===== src/rtl/tl_cfg_shadow.sv =====
// tl_cfg_shadow
//   Samples the time-multiplexed PCIe hard-IP tl_cfg_ctl bus into a 16-entry
//   shadow register file. Only addresses selected by ADDR_MASK are captured.
//   Each capture is timed from the toggle of tl_cfg_add[0], delayed so that
//   the sample lands inside the hold window.
//
// Ports
//   clk             core clock, same domain as the tl_cfg_* outputs
//   reset_n         asynchronous active-low reset
//   tl_cfg_add      hard-IP config address; bit 0 toggles on every advance
//   tl_cfg_ctl      hard-IP config data for tl_cfg_add
//   rd_addr         shadow readback address
//   rd_data         shadow[rd_addr], registered
//   rd_valid        valid[rd_addr], registered alongside rd_data
//   my_id           {bus, dev, 3'h0} taken from shadow[15][12:0]
//   my_id_valid     valid[15]
//   cfg_change      one-cycle pulse when a shadowed entry gets a new value
//   cfg_change_addr address of the last change, held between pulses
//   stale           no capture strobe for TIMEOUT_CYCLES cycles
module tl_cfg_shadow #(
  parameter int unsigned SAMPLE_DELAY   = 2,
  parameter logic [15:0] ADDR_MASK      = 16'h8000,
  parameter int unsigned TIMEOUT_CYCLES = 64
) (
  input  logic        clk,
  input  logic        reset_n,
  input  logic [3:0]  tl_cfg_add,
  input  logic [31:0] tl_cfg_ctl,
  input  logic [3:0]  rd_addr,
  output logic [31:0] rd_data,
  output logic        rd_valid,
  output logic [15:0] my_id,
  output logic        my_id_valid,
  output logic        cfg_change,
  output logic [3:0]  cfg_change_addr,
  output logic        stale
);

  localparam int unsigned CW = $clog2(TIMEOUT_CYCLES + 1);
  localparam logic [CW-1:0] CNT_MAX = CW'(TIMEOUT_CYCLES);

  logic                  sync1_q, sync1_d;
  logic                  sync2_q, sync2_d;
  logic                  primed_q, primed_d;
  logic [SAMPLE_DELAY:0] pipe_q, pipe_d;
  logic                  strobe;

  logic [31:0]           shadow_q [16];
  logic [31:0]           shadow_d [16];
  logic [15:0]           valid_q, valid_d;

  logic [31:0]           rd_data_q, rd_data_d;
  logic                  rd_valid_q, rd_valid_d;
  logic                  cfg_change_q, cfg_change_d;
  logic [3:0]            cfg_change_addr_q, cfg_change_addr_d;
  logic [CW-1:0]         cnt_q, cnt_d;

  // pipe_q[0] is the registered toggle; the last stage is the capture strobe.
  assign strobe = pipe_q[SAMPLE_DELAY];

  always_comb begin
    // The first edge after reset loads both sync stages with the live bus
    // level, so a held odd address is not mistaken for a fresh toggle.
    sync1_d  = tl_cfg_add[0];
    sync2_d  = primed_q ? sync1_q : tl_cfg_add[0];
    primed_d = 1'b1;

    // Shift in the new toggle; the width cast also covers SAMPLE_DELAY = 0.
    pipe_d = (SAMPLE_DELAY + 1)'({pipe_q, (sync1_q != sync2_q)});

    shadow_d          = shadow_q;
    valid_d           = valid_q;
    cfg_change_d      = 1'b0;
    cfg_change_addr_d = cfg_change_addr_q;
    cnt_d             = (cnt_q == CNT_MAX) ? cnt_q : cnt_q + CW'(1);

    if (strobe) begin
      cnt_d = '0;
      if (ADDR_MASK[tl_cfg_add]) begin
        shadow_d[tl_cfg_add] = tl_cfg_ctl;
        valid_d[tl_cfg_add]  = 1'b1;
        if (!valid_q[tl_cfg_add] || (shadow_q[tl_cfg_add] != tl_cfg_ctl)) begin
          cfg_change_d      = 1'b1;
          cfg_change_addr_d = tl_cfg_add;
        end
      end
    end

    // Reads use the pre-write state, so a colliding write shows a cycle later.
    rd_data_d  = shadow_q[rd_addr];
    rd_valid_d = valid_q[rd_addr];
  end

  always_ff @(posedge clk or negedge reset_n) begin
    if (!reset_n) begin
      sync1_q           <= 1'b0;
      sync2_q           <= 1'b0;
      primed_q          <= 1'b0;
      pipe_q            <= '0;
      shadow_q          <= '{default: '0};
      valid_q           <= '0;
      rd_data_q         <= '0;
      rd_valid_q        <= 1'b0;
      cfg_change_q      <= 1'b0;
      cfg_change_addr_q <= '0;
      cnt_q             <= '0;
    end else begin
      sync1_q           <= sync1_d;
      sync2_q           <= sync2_d;
      primed_q          <= primed_d;
      pipe_q            <= pipe_d;
      shadow_q          <= shadow_d;
      valid_q           <= valid_d;
      rd_data_q         <= rd_data_d;
      rd_valid_q        <= rd_valid_d;
      cfg_change_q      <= cfg_change_d;
      cfg_change_addr_q <= cfg_change_addr_d;
      cnt_q             <= cnt_d;
    end
  end

  assign rd_data         = rd_data_q;
  assign rd_valid        = rd_valid_q;
  assign my_id           = {shadow_q[15][12:0], 3'b000};
  assign my_id_valid     = valid_q[15];
  assign cfg_change      = cfg_change_q;
  assign cfg_change_addr = cfg_change_addr_q;
  assign stale           = (cnt_q == CNT_MAX);

endmodule


===== config.mk =====
export PLATFORM = sky130hd
export DESIGN_NAME = tl_cfg_shadow
export DESIGN_NICKNAME = d
export VERILOG_FILES = /design/src/rtl/tl_cfg_shadow.sv
export SDC_FILE = /design/constraint.sdc
export NUM_CORES = 1
export LEC_CHECK = 0
export BUFFER_PORTS_ARGS = -buffer_cell sky130_fd_sc_hd__buf_4
export CAP_MARGIN = 20
export CORE_ASPECT_RATIO = 0.7
export CORE_UTILIZATION = 40
export CTS_CLUSTER_DIAMETER = 150
export CTS_CLUSTER_SIZE = 28
export DETAILED_ROUTE_END_ITERATION = 10
export SETUP_SLACK_MARGIN = 0.15
export SLEW_MARGIN = 0
export SYNTH_ARGS = -nofsm -noshare
export SYNTH_HDL_FRONTEND = slang
export SYNTH_SLANG_ARGS = --single-unit
export TNS_END_PERCENT = 5

===== constraint.sdc =====
create_clock -name clk -period 6 [get_ports clk]
set_input_delay 0.9 -clock clk [delete_from_list [all_inputs] [get_ports clk]]
set_output_delay 0.9 -clock clk [all_outputs]
set_load 0.01 [all_outputs]

==> results of run 1 <==
state kept, by name, indices dropped and copies added, names as in the netlist, 3 cells and up:
name and count:
cfg_change_addr 4, rd_data 32, cnt_q 7, valid_q 16, my_id 13, shadow_q 499, pipe_q 3
Yosys cell counts (all sizes together) (7+ instances only):
cell,instances
dfrtp,579
clkbuf,540
mux4,258
mux2i,109
buf,70
nand2,50
a22oi,30
mux2,28
o21ai,28
xnor2,25
a21oi,19
nor2,19
inv,15
xor2,14
nand3,11
nor3,9
and3,8
nand4,7
where the power goes:
part / leakage (nW) / total, W / switching [W] / internal (W)
combinational: 3.70 / 0.000701 / 0.000405 / 0.000296
sequential: 8.01 / 0.00406 / 0.0000806 / 0.00398
clock: 0.314 / 0.00193 / 0.00117 / 0.000755
worst max-delay path: cells and delay by family:
kind,cells,cell delay [ns]
buf+inv,2,0.81
simple gates,4,1.68
compound gates,4,1.10
cell usage in the layout, fill, tap and decap left out, types with 6 or more instances in the layout:
cell,instances
sky130_fd_sc_hd__nand2b_1,6
sky130_fd_sc_hd__xor2_1,14
sky130_fd_sc_hd__a31oi_1,6
sky130_fd_sc_hd__mux2_2,28
sky130_fd_sc_hd__clkbuf_16,25
sky130_fd_sc_hd__nor3_1,9
sky130_fd_sc_hd__buf_4,110
sky130_fd_sc_hd__nor2_1,18
sky130_fd_sc_hd__nand2_1,50
sky130_fd_sc_hd__dfrtp_1,579
sky130_fd_sc_hd__nand3_1,11
sky130_fd_sc_hd__xnor2_1,25
sky130_fd_sc_hd__nand4_1,7
sky130_fd_sc_hd__a21oi_1,19
sky130_fd_sc_hd__mux2i_1,109
sky130_fd_sc_hd__mux4_2,257
sky130_fd_sc_hd__o21ai_0,28
sky130_fd_sc_hd__o22ai_1,6
sky130_fd_sc_hd__and3_1,8
sky130_fd_sc_hd__inv_1,13
sky130_fd_sc_hd__a22oi_1,30
routing by layer:
layer / up-vias / share of wire [%]
li1: 5515 / -
met1: 6828 / 50
met2: 339 / 44
met3: 45 / 5.2
met4: 2 / 1.3
met5: - / 0.022
logic make-up (layout without fill, tap and decap cells):
logic type               Yosys count  count (layout)
AO/OA/AOI/OAI                    133             133
adder cells (fa/ha/maj)            2               2
AND/OR/NAND/NOR                  131             131
flip-flops                       579             579
XOR/XNOR                          39              39
buffers and inverters            626             161
other                              2               4
multiplexers                     395             395
how the worst max path moves through the flow:
stage / startpoint / endpoint / depth (start not counted)
2_1_floorplan: tl_cfg_add[0] / cfg_change_addr[0] / 8
3_3_place_gp: tl_cfg_add[0] / cfg_change / 10
3_5_place_dp: tl_cfg_add[0] / cfg_change_addr[0] / 10
4_1_cts: tl_cfg_add[0] / cfg_change_addr[0] / 10
5_1_grt: tl_cfg_add[0] / cfg_change_addr[1] / 10
6_report: tl_cfg_add[0] / cfg_change_addr[0] / 10
per-stage QoR:
step	instance area (µm²)	total power, W	utilization (%)	cells
6_report	26500	0.00669	40.8	2324
3_5_place_dp	25800	0.00486	39.8	2298
4_1_cts	26500	0.00679	40.8	2324
5_1_grt	26500	0.00697	40.8	2324
2_1_floorplan	26200	0.00455	-	1909
3_3_place_gp	25800	0.00485	39.8	2298
area by class of cell:
class	instances	area (µm²)	area share, %
sequential	579	14500	54.8
timing repair buffer	119	982	3.71
clock inverter	1	11.3	0.0426
inverter	16	60.1	0.227
clock buffer	25	626	2.36
tap	880	1100	4.16
multi-input combinational	704	9190	34.7
==> results, run 1 <==
- The final wirelength is 58,000 µm.
- The peak fanout along the critical path is 30.
- The area of the die is 66,500 µm².
- In this run the cell area of the synthesized design comes to 26,200 µm².
- The worst relative slew slack is 34.2%.
- The clock network latency to the later pin of the worst-skew pair is 0.60 ns.
- The post-detailed-route via-to-cell ratio is 5.48.
- STA classifies the critical path endpoint as a flop.
- In this run the worst hold path is classified as primary input to async pin.
- The y dimension of the die is 216 µm.
- Across the VDD grid, the largest voltage drop is 210 µV.
- The placer congestion estimate is 0.837.
- The detailed router finished its first iteration with 1,177 violations.
- The number of gates resized after CTS was 0.
- The synthesized flop and latch total is 579.
- The total number of vias is 12,700.
- The flow ran to the end, and the final reports show no timing, DRC or antenna violations.
- The largest family of logic cells by synthesized area is multiplexers.
- From synthesis to final layout, the design area changed by 1.00%.
- The I/O pin count is 98.
- The layout net count is 1,488.
- After layout, the worst setup slack is 1.90 ns.
- Clock-pin slew was measured on the worst setup and hold paths at 0.11 ns.
- The tree built by TritonCTS fans out to 579 sinks.
- In this run the remaining antenna-violating nets after routing total 0.
- The standby leakage power is 12.0 nW.
- The DRC violation count after routing is 0.
- Buffers placed on the I/O ports in this run total 94.
- Yosys printed 0 warnings.
- The layer flagged by global routing as most heavily used is met1.
- The area share of xor/xnor cells in the synthesized design is 1.30%.
- The fraction of final layout cells with drive strength greater than 1 is 30.6%.
- The floorplan has 78 rows.
- Summing the areas of all compound-gate instances in the mapped netlist gives 3.54% of the synthesized area.
- Setup violations remaining at the end of the flow were counted as 0.
- The multiplexer area fraction after synthesis is 27.6%.
- Hold timing on the final database bottoms out at a slack of 0.350 ns.
- The number of filler cells placed in the layout is 5,839.
- The tool flagged a number of max-cap violations equal to 0.
- The adder-cell share of the synthesized area is 0.0955%.
- Setup repair after global routing left no endpoint under its margin.
- The average wire per standard cell is 25.0 µm.
- After floorplanning, the core was sized to cover 64,800 µm².
- Detailed placement ended at an HPWL of 38,100 µm.
- The summed negative setup slack over all endpoints is 0 ns.
- The via count of the first global-routing pass is 13,600.
- The type of the worst setup path is primary input to flop.
- Prior to clock tree synthesis, the placed netlist has a worst setup slack of 1.31 ns.
- Across every metal layer, demand over resource in global routing totals 17.9%.
- Of the synthesized area, sequential elements account for 55.3%.
- In this run the critical register-to-register path is captured at cfg_change_addr[0].
- The minimum setup slack among reg-to-reg paths is 2.99 ns.
- The clock tree root driver cell is sky130_fd_sc_hd__clkbuf_16.
- For met3 alone, demand over resource in global routing was 3.26%.
- The cell depth of the worst flop-to-flop path is 7.
- The final number of max-transition violations was 0.
- The diode insertion count for antenna repair is 0.
- The slowest library cell on the worst path is sky130_fd_sc_hd__nor2b_2.
- At the worst endpoint, the arrival time is 4.55 ns.
- After layout, the minimum clock period comes to 4.10 ns.
- After synthesis, the cell types taking the most area are sky130_fd_sc_hd__dfrtp_1 (55%), sky130_fd_sc_hd__mux4_2 (22%), sky130_fd_sc_hd__clkbuf_1 (7.7%).
- The number of hold buffers added after CTS was 0.
- Counting flops with an async set or reset pin after synthesis yields a share of 100%.
- The cell that appears most often on the critical path is sky130_fd_sc_hd__buf_4.
- The TritonCTS clock tree is yes.
- The starting density of the core is 40.4%.
- The instance count of the mapped netlist is 1,907.
- The number of synthesized flops with an enable pin is 0.
- The final count of hold timing violations came to 0.
- From left edge to right edge, the die measures 308 µm.
- For this run, the top clock speed supported by timing is 244 MHz.
- The startpoint kind of the worst setup timing path is a primary input.
- The first global-routing pass estimated 90,400 µm of wire.
- The pin count of the biggest net entering global routing is 160.
- Global routing consumed, on the met2 layer, 25.2% of the routing resources.
- The data required time of the critical path is 6.45 ns.
- The dominant cell type by area after synthesis is sky130_fd_sc_hd__dfrtp_1.
- The count of H-tree levels built during CTS is 1.
- The basic-gate share of the synthesized area counting and, or, nand and nor cells is 2.51%.
- The most used flip-flop cell after synthesis is sky130_fd_sc_hd__dfrtp_1.
- The post-CTS repair timing setup buffer count is 0.
- For this design the ratio of total power to cell area is 253 nW/µm².
- In this run the critical register-to-register path is launched from shadow_q[206].
- Between clock sinks in the finished design, the worst skew comes to 0.0237 ns.
- The initial antenna violation count is 2.
- The first detailed-routing pass took 5 iterations.
- The number of clock buffers added by TritonCTS is 24.
- Global routing finished with a remaining overflow of 0.
- The largest single stage delay on the critical path is 0.72 ns.
- The critical path goes through buf_4 > nor2b_2 > buf_4 > a221oi_1 > o211a_1 > a211oi_1 > nand4_1 > nor4_2 > and4b_4 > o21bai_2.
- The maximum clock path buffer count is 3.
- The fraction of met1 tracks used by global routing is 29.4%.
- The final worst-path cycle share is 68.3%.
- The number of unique standard cell types used by synthesis is 66.
- After synthesis, the largest area contributor takes up 55.3% of total cell area.
- The average cell area after synthesis is 13.7 µm².
- The slew at the pin with the worst max-slew slack is 0.987 ns.
No activity file was read; power rests on OpenSTA's default activity.
==> run 2: changes to the inputs <==
==> constraint.sdc (replaced) <==
create_clock -name clk -period 3.6 [get_ports clk]
set_input_delay 0.54 -clock clk [delete_from_list [all_inputs] [get_ports clk]]
set_output_delay 0.54 -clock clk [all_outputs]
set_load 0.01 [all_outputs]
==> run 2 against run 1 <==
Effect of this change:
- die area unchanged
- cell count up 2.4%
- count of clock-buffer cells in the layout unchanged
- first-iteration DRC count down 13%
- core utilization up 0.93 points
- routed wire length up 2.3%
- non-clock buffer count up 54
- via count up 1.9%
- highest routed layer unchanged
- hold slack worse by 0.14 ns
- final area up 2.3%
- register-to-register slack worse by 2.3 ns
- critical path type unchanged
==> results, run 2 (synthesized netlist as in run 1, its figures left out) <==
- The number of placement rows is 78 (unchanged).
- The wire length of the first global-routing pass is 92,800 µm (was 90,400 µm).
- The shortest period the worst path allows is 3.06 ns.
- The y dimension of the die came to 216 µm (unchanged).
- The startpoint kind of the worst setup timing path is a primary input (unchanged).
- The post-detailed-route via-to-cell ratio was 5.45 (was 5.48).
- The classification of the worst-slack hold path was primary input to flop (was primary input to async pin).
- The detailed-placement wirelength estimate is 41,200 µm (was 38,100 µm).
- The count of H-tree levels built during CTS is 1 (unchanged).
- The register with the highest flop count is shadow_q (unchanged).
- The final antenna-violating net count is 0 (unchanged).
- The peak fanout along the critical path is 33 (was 30).
- The final design instance area without fill was 27,100 µm² (was 26,500 µm²).
- The most frequent cell on the critical path is sky130_fd_sc_hd__buf_4 (unchanged).
- The clock input transition at the sequential cells of the worst setup and hold paths came to 0.11 ns (about the same).
- The TritonCTS clock tree was yes (unchanged).
- The layout overhead on the synthesized area is 3.31% (was 1.00%).
- The data required time of the critical path is 4.06 ns (was 6.45 ns).
- The fraction of final layout cells with drive strength greater than 1 is 33.1% (was 30.6%).
- RSZ-0062 raised after global routing: no (unchanged).
- The slowest library cell on the worst path is sky130_fd_sc_hd__nor3b_1 (was sky130_fd_sc_hd__nor2b_2).
- The overall overflow remaining after global route is 0 (unchanged).
- The endpoint type of the worst setup path was a flop (unchanged).
- Commonest cells after routing, fill and taps aside: sky130_fd_sc_hd__dfrtp_1 (579), sky130_fd_sc_hd__mux4_2 (257), sky130_fd_sc_hd__buf_4 (148) (was sky130_fd_sc_hd__dfrtp_1 (579), sky130_fd_sc_hd__mux4_2 (257), sky130_fd_sc_hd__buf_4 (110)).
- The worst reg2reg path endpoint is cfg_change_addr[3] (was cfg_change_addr[0]).
- The area of the die is 66,500 µm² (unchanged).
- The data arrival time at the worst-slack endpoint is 3.52 ns (was 4.55 ns).
- The pin count of the biggest net entering global routing is 88 (was 160).
- The cell area after placement is 26,400 µm² (was 25,800 µm²).
- The type of the worst setup path was primary input to flop (unchanged).
- The slew at the pin with the worst max-slew slack came to 0.953 ns (was 0.987 ns).
- The final non-filler cell total is 2,379 (was 2,324).
- The final number of max-transition violations was 0 (unchanged).
- The post-CTS repair timing setup buffer count was 0 (unchanged).
- The reg-to-reg critical path startpoint is shadow_q[206] (unchanged).
- The clock sink count was 579 (unchanged).
- The number of placed instances with taps included is 2,351 (was 2,298).
- The total core area came to 64,800 µm² (unchanged).
- The overall power after layout was 0.0112 W (was 0.00669 W).
- The starting density of the core came to 40.4% (unchanged).
- The placer congestion estimate is 0.821 (was 0.837).
- The summed negative setup slack over all endpoints was 0 ns (unchanged).
- The leading cell type in the layout, fill and taps excluded is sky130_fd_sc_hd__dfrtp_1 (unchanged).
- Outcome: complete, no violations (unchanged).
- The worst ir drop on vdd is 260 µV (was 210 µV).
- The clock tree root driver cell is sky130_fd_sc_hd__clkbuf_16 (unchanged).
- The number of max-cap violations was 0 (unchanged).
- The first-pass iteration count of the detailed router is 5 (unchanged).
- Crit path cell chain: buf_4 > buf_4 > nor3b_1 > a22oi_1 > o211a_1 > a211oi_1 > nand4_1 > nor4_2 > and4b_4 > o21bai_2 (was buf_4 > nor2b_2 > buf_4 > a221oi_1 > o211a_1 > a211oi_1 > nand4_1 > nor4_2 > and4b_4 > o21bai_2).
- The initial antenna violation count is 2 (unchanged).
- The maximum clock path buffer count is 3 (unchanged).
- The final worst-path cycle share is 85.1%.
- The number of flip-flops under the largest register name came to 499 (unchanged).
- The worst relative slew slack is 36.5% (was 34.2%).
- Derived from the worst setup path, the maximum achievable clock frequency is 326 MHz.
- The total number of vias came to 13,000 (was 12,700).
- The timing endpoint of the critical path is cfg_change_addr[3] (was cfg_change_addr[0]).
- The number of filler cells placed in the layout is 5,849 (was 5,839).
- The origin of the worst setup path is tl_cfg_add[3] (was tl_cfg_add[0]).
- The count of final setup violators is 0 (unchanged).
- The clock network latency to the later pin of the worst-skew pair came to 0.60 ns (about the same).
- The number of buffer cells added on primary ports is 94 (unchanged).
- The final count of hold timing violations is 0 (unchanged).
- The final setup skew is 0.0160 ns (was 0.0237 ns).
- The number of DRC markers in iteration 0 is 1,028 (was 1,177).
- The areal power density over the cells is 415 nW/µm² (was 253 nW/µm²).
- The global-route usage over all layers is 18.5% (was 17.9%).
- The minimum setup slack among reg-to-reg paths is 0.65 ns (was 2.99 ns).
- The final core utilization was 41.8% (was 40.8%).
- The layout net count is 1,542 (was 1,488).
- The total clock buffers created by CTS is 24 (unchanged).
- The via count of the first global-routing pass is 14,000 (was 13,600).
- The I/O pin count is 98 (unchanged).
- The standby leakage power is 12.3 nW (was 12.0 nW).
- The final wirelength was 59,400 µm (was 58,000 µm).
- The average wire per standard cell came to 25.0 µm (about the same).
- The biggest cell delay along the critical path is 0.66 ns (was 0.72 ns).
- The width of the die is 308 µm (unchanged).
- The cell depth of the worst flop-to-flop path came to 7 (unchanged).
- The DRC violation count after routing came to 0 (unchanged).
## run 2: worst min-delay path by stage
| stage | slack, ns | start | end | cells after the start |
|---|---|---|---|---|
| floorplan | 0.24 | reset_n | cfg_change | 0 |
| global placement | 0.34 | pipe_q[1] | pipe_q[2] | 0 |
| detailed placement | 0.34 | pipe_q[0] | pipe_q[1] | 0 |
| CTS | 0.18 | tl_cfg_ctl[20] | shadow_q[20] | 2 |
| global route | 0.18 | tl_cfg_ctl[14] | shadow_q[14] | 2 |
| finish | 0.21 | tl_cfg_ctl[14] | shadow_q[14] | 2 |
## run 2: timing repair
item                       CTS  global route
hold buffers                 1             0
setup endpoints to repair    0             5
hold endpoints to repair    35             0
gates resized for setup      0             1
## run 2: layout make-up
cell class | count | area (µm²) | share of cell area [%]
multi-input cells | 704 | 9200 | 34.0
inverters | 16 | 60.1 | 0.222
diodes | 1 | 2.50 | 0.00925
repair buffers | 173 | 1580 | 5.83
clock buffers | 25 | 626 | 2.31
clock inverters | 1 | 11.3 | 0.0416
well taps | 880 | 1100 | 4.07
flip-flops and latches | 579 | 14500 | 53.5
## run 2: power by group
group          total (W)  switching [W]  leakage (nW)  internal, W
clock            0.00322        0.00196         0.314      0.00126
combinational    0.00125       0.000697          4.03     0.000551
sequential       0.00677       0.000133          8.01      0.00664
## run 2: through the flow
stage / hold slack (ns) / setup slack (ns)
after floorplan: 0.244 / 0.653
after global placement: 0.336 / -0.279
after detailed placement: 0.340 / -0.197
after CTS: 0.182 / 0.409
after global routing: 0.182 / 0.320
final: 0.206 / 0.536
## run 2: worst max-delay path: cells and delay by family
| family | cells | cell delay [ns] |
|---|---|---|
| buffers and inverters | 2 | 0.52 |
| AO/OA/AOI/OAI | 4 | 0.93 |
| AND/OR/NAND/NOR | 4 | 1.49 |
## run 2: routing by layer
metal  track usage, %  up-vias  wire length, µm
met5             1.02        -              109
met4             3.00        6              885
met3             4.11       55             3830
met2             26.7      361            26600
met1             29.0     6904            28000
li1                 -     5640                -
==> run 3: changes to the inputs <==
--- a/config.mk
+++ b/config.mk
@@ -8,10 +8,11 @@
 export BUFFER_PORTS_ARGS = -buffer_cell sky130_fd_sc_hd__buf_4
 export CAP_MARGIN = 20
 export CORE_ASPECT_RATIO = 0.7
-export CORE_UTILIZATION = 40
+export CORE_UTILIZATION = 56
 export CTS_CLUSTER_DIAMETER = 150
 export CTS_CLUSTER_SIZE = 28
 export DETAILED_ROUTE_END_ITERATION = 10
+export PLACE_DENSITY = 0.76
 export SETUP_SLACK_MARGIN = 0.15
 export SLEW_MARGIN = 0
 export SYNTH_ARGS = -nofsm -noshare
==> constraint.sdc (replaced) <==
create_clock -name clk -period 2.8 [get_ports clk]
set_input_delay 0.42 -clock clk [delete_from_list [all_inputs] [get_ports clk]]
set_output_delay 0.42 -clock clk [all_outputs]
set_load 0.01 [all_outputs]
==> run 3 against run 2 <==
Effect of this change:
- the flow now finishes with violations (design-rule violations)
- worst setup slack worse by 0.48 ns
- first-iteration DRC count up 52%
- clock power up 27%
- power up 29%
- cell count down 8.4%
- global-route usage up 6.6 points
- clock skew down 0.00085 ns
- sequential share of layout area down 0.66 points
- via count up 5.0%
- largest power group unchanged
- highest routed layer is now met4
==> results, run 3 (synthesized netlist as in run 1, its figures left out) <==
- The layout net count is 1,621 (was 1,542).
- The post-CTS repair timing setup buffer count came to 0 (unchanged).
- The maximum achievable frequency is 365 MHz.
- The count of H-tree levels built during CTS is 1 (unchanged).
- The initial antenna violation count is 0 (was 2).
- The number of filler cells placed in the layout is 3,269 (was 5,849).
- The endpoint type of the worst setup path is a flop (unchanged).
- Of the available clock period, the critical path in the final layout requires 97.9%.
- The area of the multi-input gates came to 9220 µm² (was 9200 µm²).
- The register with the highest flop count is shadow_q (unchanged).
- The number of flip-flops under the largest register name came to 499 (unchanged).
- The first-pass iteration count of the detailed router came to 8 (was 5).
- The clock tree root driver cell is sky130_fd_sc_hd__clkbuf_16 (unchanged).
- The worst path needs 2.74 ns of the cycle, external delays included.
- The DRC violation count after routing came to 4 (was 0).
- The via count of the first global-routing pass is 14,200 (was 14,000).
- The I/O pin count is 98 (unchanged).
- The peak fanout along the critical path is 15 (was 33).
- RSZ-0062 raised after global routing: yes (was no).
- The areal power density over the cells came to 528 nW/µm² (was 415 nW/µm²).
- The final antenna-violating net count is 0 (unchanged).
- The final non-filler cell total is 2,180 (was 2,379).
- The checks that failed: design-rule violations.
- The layout overhead on the synthesized area is 4.60% (was 3.31%).
- The minimum setup slack in the final design is 0.0579 ns (was 0.536 ns).
- The data arrival time at the worst-slack endpoint is 3.21 ns (was 3.52 ns).
- The width of the die is 261 µm (was 308 µm).
- The final number of max-transition violations is 0 (unchanged).
- The starting density of the core is 57.4% (was 40.4%).
- The standby leakage power is 12.8 nW (was 12.3 nW).
- The total number of vias is 13,600 (was 13,000).
- The startpoint kind of the worst setup timing path was a primary input (unchanged).
- The count of final setup violators was 0 (unchanged).
- The y dimension of the die is 183 µm (was 216 µm).
- The wire length of the first global-routing pass came to 89,700 µm (was 92,800 µm).
- The number of max-cap violations is 0 (unchanged).
- The post-detailed-route via-to-cell ratio is 6.25 (was 5.45).
- The clock input transition at the sequential cells of the worst setup and hold paths came to 0.10 ns (was 0.11 ns).
- The total core area is 45,600 µm² (was 64,800 µm²).
- The type of the worst setup path is primary input to flop (unchanged).
- The slew at the pin with the worst max-slew slack is 0.764 ns (was 0.953 ns).
- The average wire per standard cell is 26.2 µm (was 25.0 µm).
- The detailed-placement wirelength estimate is 40,100 µm (was 41,200 µm).
- The leading cell type in the layout, fill and taps excluded is sky130_fd_sc_hd__dfrtp_1 (unchanged).
- The fraction of final layout cells with drive strength greater than 1 was 36.7% (was 33.1%).
- The final count of hold timing violations came to 0 (unchanged).
- The worst ir drop on vdd is 342 µV (was 260 µV).
- The TritonCTS clock tree is yes (unchanged).
- The number of placed instances with taps included is 2,153 (was 2,351).
- The maximum clock path buffer count is 3 (unchanged).
- The final setup skew is 0.0151 ns (was 0.0160 ns).
- The placer congestion estimate is 0.892 (was 0.821).
- The worst relative slew slack is 49.1% (was 36.5%).
- Outcome: complete, but fails checks (was complete, no violations).
- The diode insertion count for antenna repair is 0 (was 1).
- The area of the die is 47,700 µm² (was 66,500 µm²).
- The classification of the worst-slack hold path is primary input to flop (unchanged).
- The pin count of the biggest net entering global routing is 108 (was 88).
- The global-route usage over all layers is 25.2% (was 18.5%).
- The final wirelength came to 57,100 µm (was 59,400 µm).
- The pre-CTS setup slack is -0.522 ns (was -0.197 ns).
- The total clock buffers created by CTS came to 24 (unchanged).
- The clock network latency to the later pin of the worst-skew pair is 0.58 ns (was 0.60 ns).
- The data required time of the critical path is 3.27 ns (was 4.06 ns).
- The overall overflow remaining after global route is 0 (unchanged).
- The number of DRC markers in iteration 0 was 1,558 (was 1,028).
- The number of placement rows is 65 (was 78).
- The footprint of the flip-flops and latches is 14,500 µm² (unchanged).
- The clock sink count is 579 (unchanged).
- The number of buffer cells added on primary ports is 94 (unchanged).
- Commonest cells after routing, fill and taps aside: sky130_fd_sc_hd__dfrtp_1 (579), sky130_fd_sc_hd__mux4_2 (258), sky130_fd_sc_hd__buf_4 (221) (was sky130_fd_sc_hd__dfrtp_1 (579), sky130_fd_sc_hd__mux4_2 (257), sky130_fd_sc_hd__buf_4 (148)).
## run 3: layout make-up
type | count | area share (%)
clock buffer | 25 | 2.28
clock inverter | 1 | 0.0411
inverter | 16 | 0.219
multi-input combinational | 704 | 33.6
sequential | 579 | 52.9
tap | 603 | 2.75
timing repair buffer | 252 | 8.19
## run 3: layer usage
metal	wire, µm	track usage, %	vias to the layer above
met4	1010	4.19	0
met5	0	0	-
li1	-	-	5795
met2	25500	36.3	544
met3	4780	6.14	73
met1	25900	39.7	7207
## run 3: where the power goes
group / internal (W) / total, W / switching [W]
Clock: 0.00161 / 0.00410 / 0.00248
Combinational: 0.000776 / 0.00167 / 0.000898
Sequential: 0.00853 / 0.00871 / 0.000180
## run 3: what timing repair did
item,in CTS,in global routing
resized for setup,3,2
setup endpoints to repair,5,5
pin swaps,2,0
hold endpoints to repair,50,0
hold buffers,1,0
## run 3: through the flow
stage	setup TNS, ns	utilization [%]	total power (W)	area [µm²]	hold slack (ns)
floorplan	0	-	0.00975	26200	0.124
global placement	-2.33	58.6	0.0105	26700	0.334
detailed placement	-2.55	58.6	0.0105	26700	0.339
CTS	0	60.0	0.0146	27400	0.0712
global route	-0.141	60.1	0.0150	27400	0.0743
finish	0	60.1	0.0145	27400	0.0869
## run 3: worst max-delay path: stages
cell	delay, ns
sky130_fd_sc_hd__buf_4	0.21
sky130_fd_sc_hd__buf_4	0.22
sky130_fd_sc_hd__buf_4	0.33
sky130_fd_sc_hd__mux4_2	0.56
sky130_fd_sc_hd__mux2i_1	0.18
sky130_fd_sc_hd__xor2_1	0.39
sky130_fd_sc_hd__o211ai_1	0.18
sky130_fd_sc_hd__o31ai_1	0.10
sky130_fd_sc_hd__nand4_1	0.11
sky130_fd_sc_hd__and4b_4	0.41
sky130_fd_sc_hd__o21bai_2	0.08
## run 3: worst paths after layout
kind | from | end | slack [ns] | depth (start not counted)
setup / recovery | tl_cfg_add[0] | cfg_change_addr[2] | 0.06 | 11
hold reg to reg | pipe_q[0] | pipe_q[1] | 0.36 | 0
max in group asynchronous | reset_n | cfg_change_addr[1] | 1.40 | 3
setup reg to reg | shadow_q[398] | cfg_change_addr[2] | 0.06 | 7
hold / removal | tl_cfg_ctl[21] | shadow_q[21] | 0.09 | 2
min in group asynchronous | reset_n | shadow_q[425] | 0.37 | 2
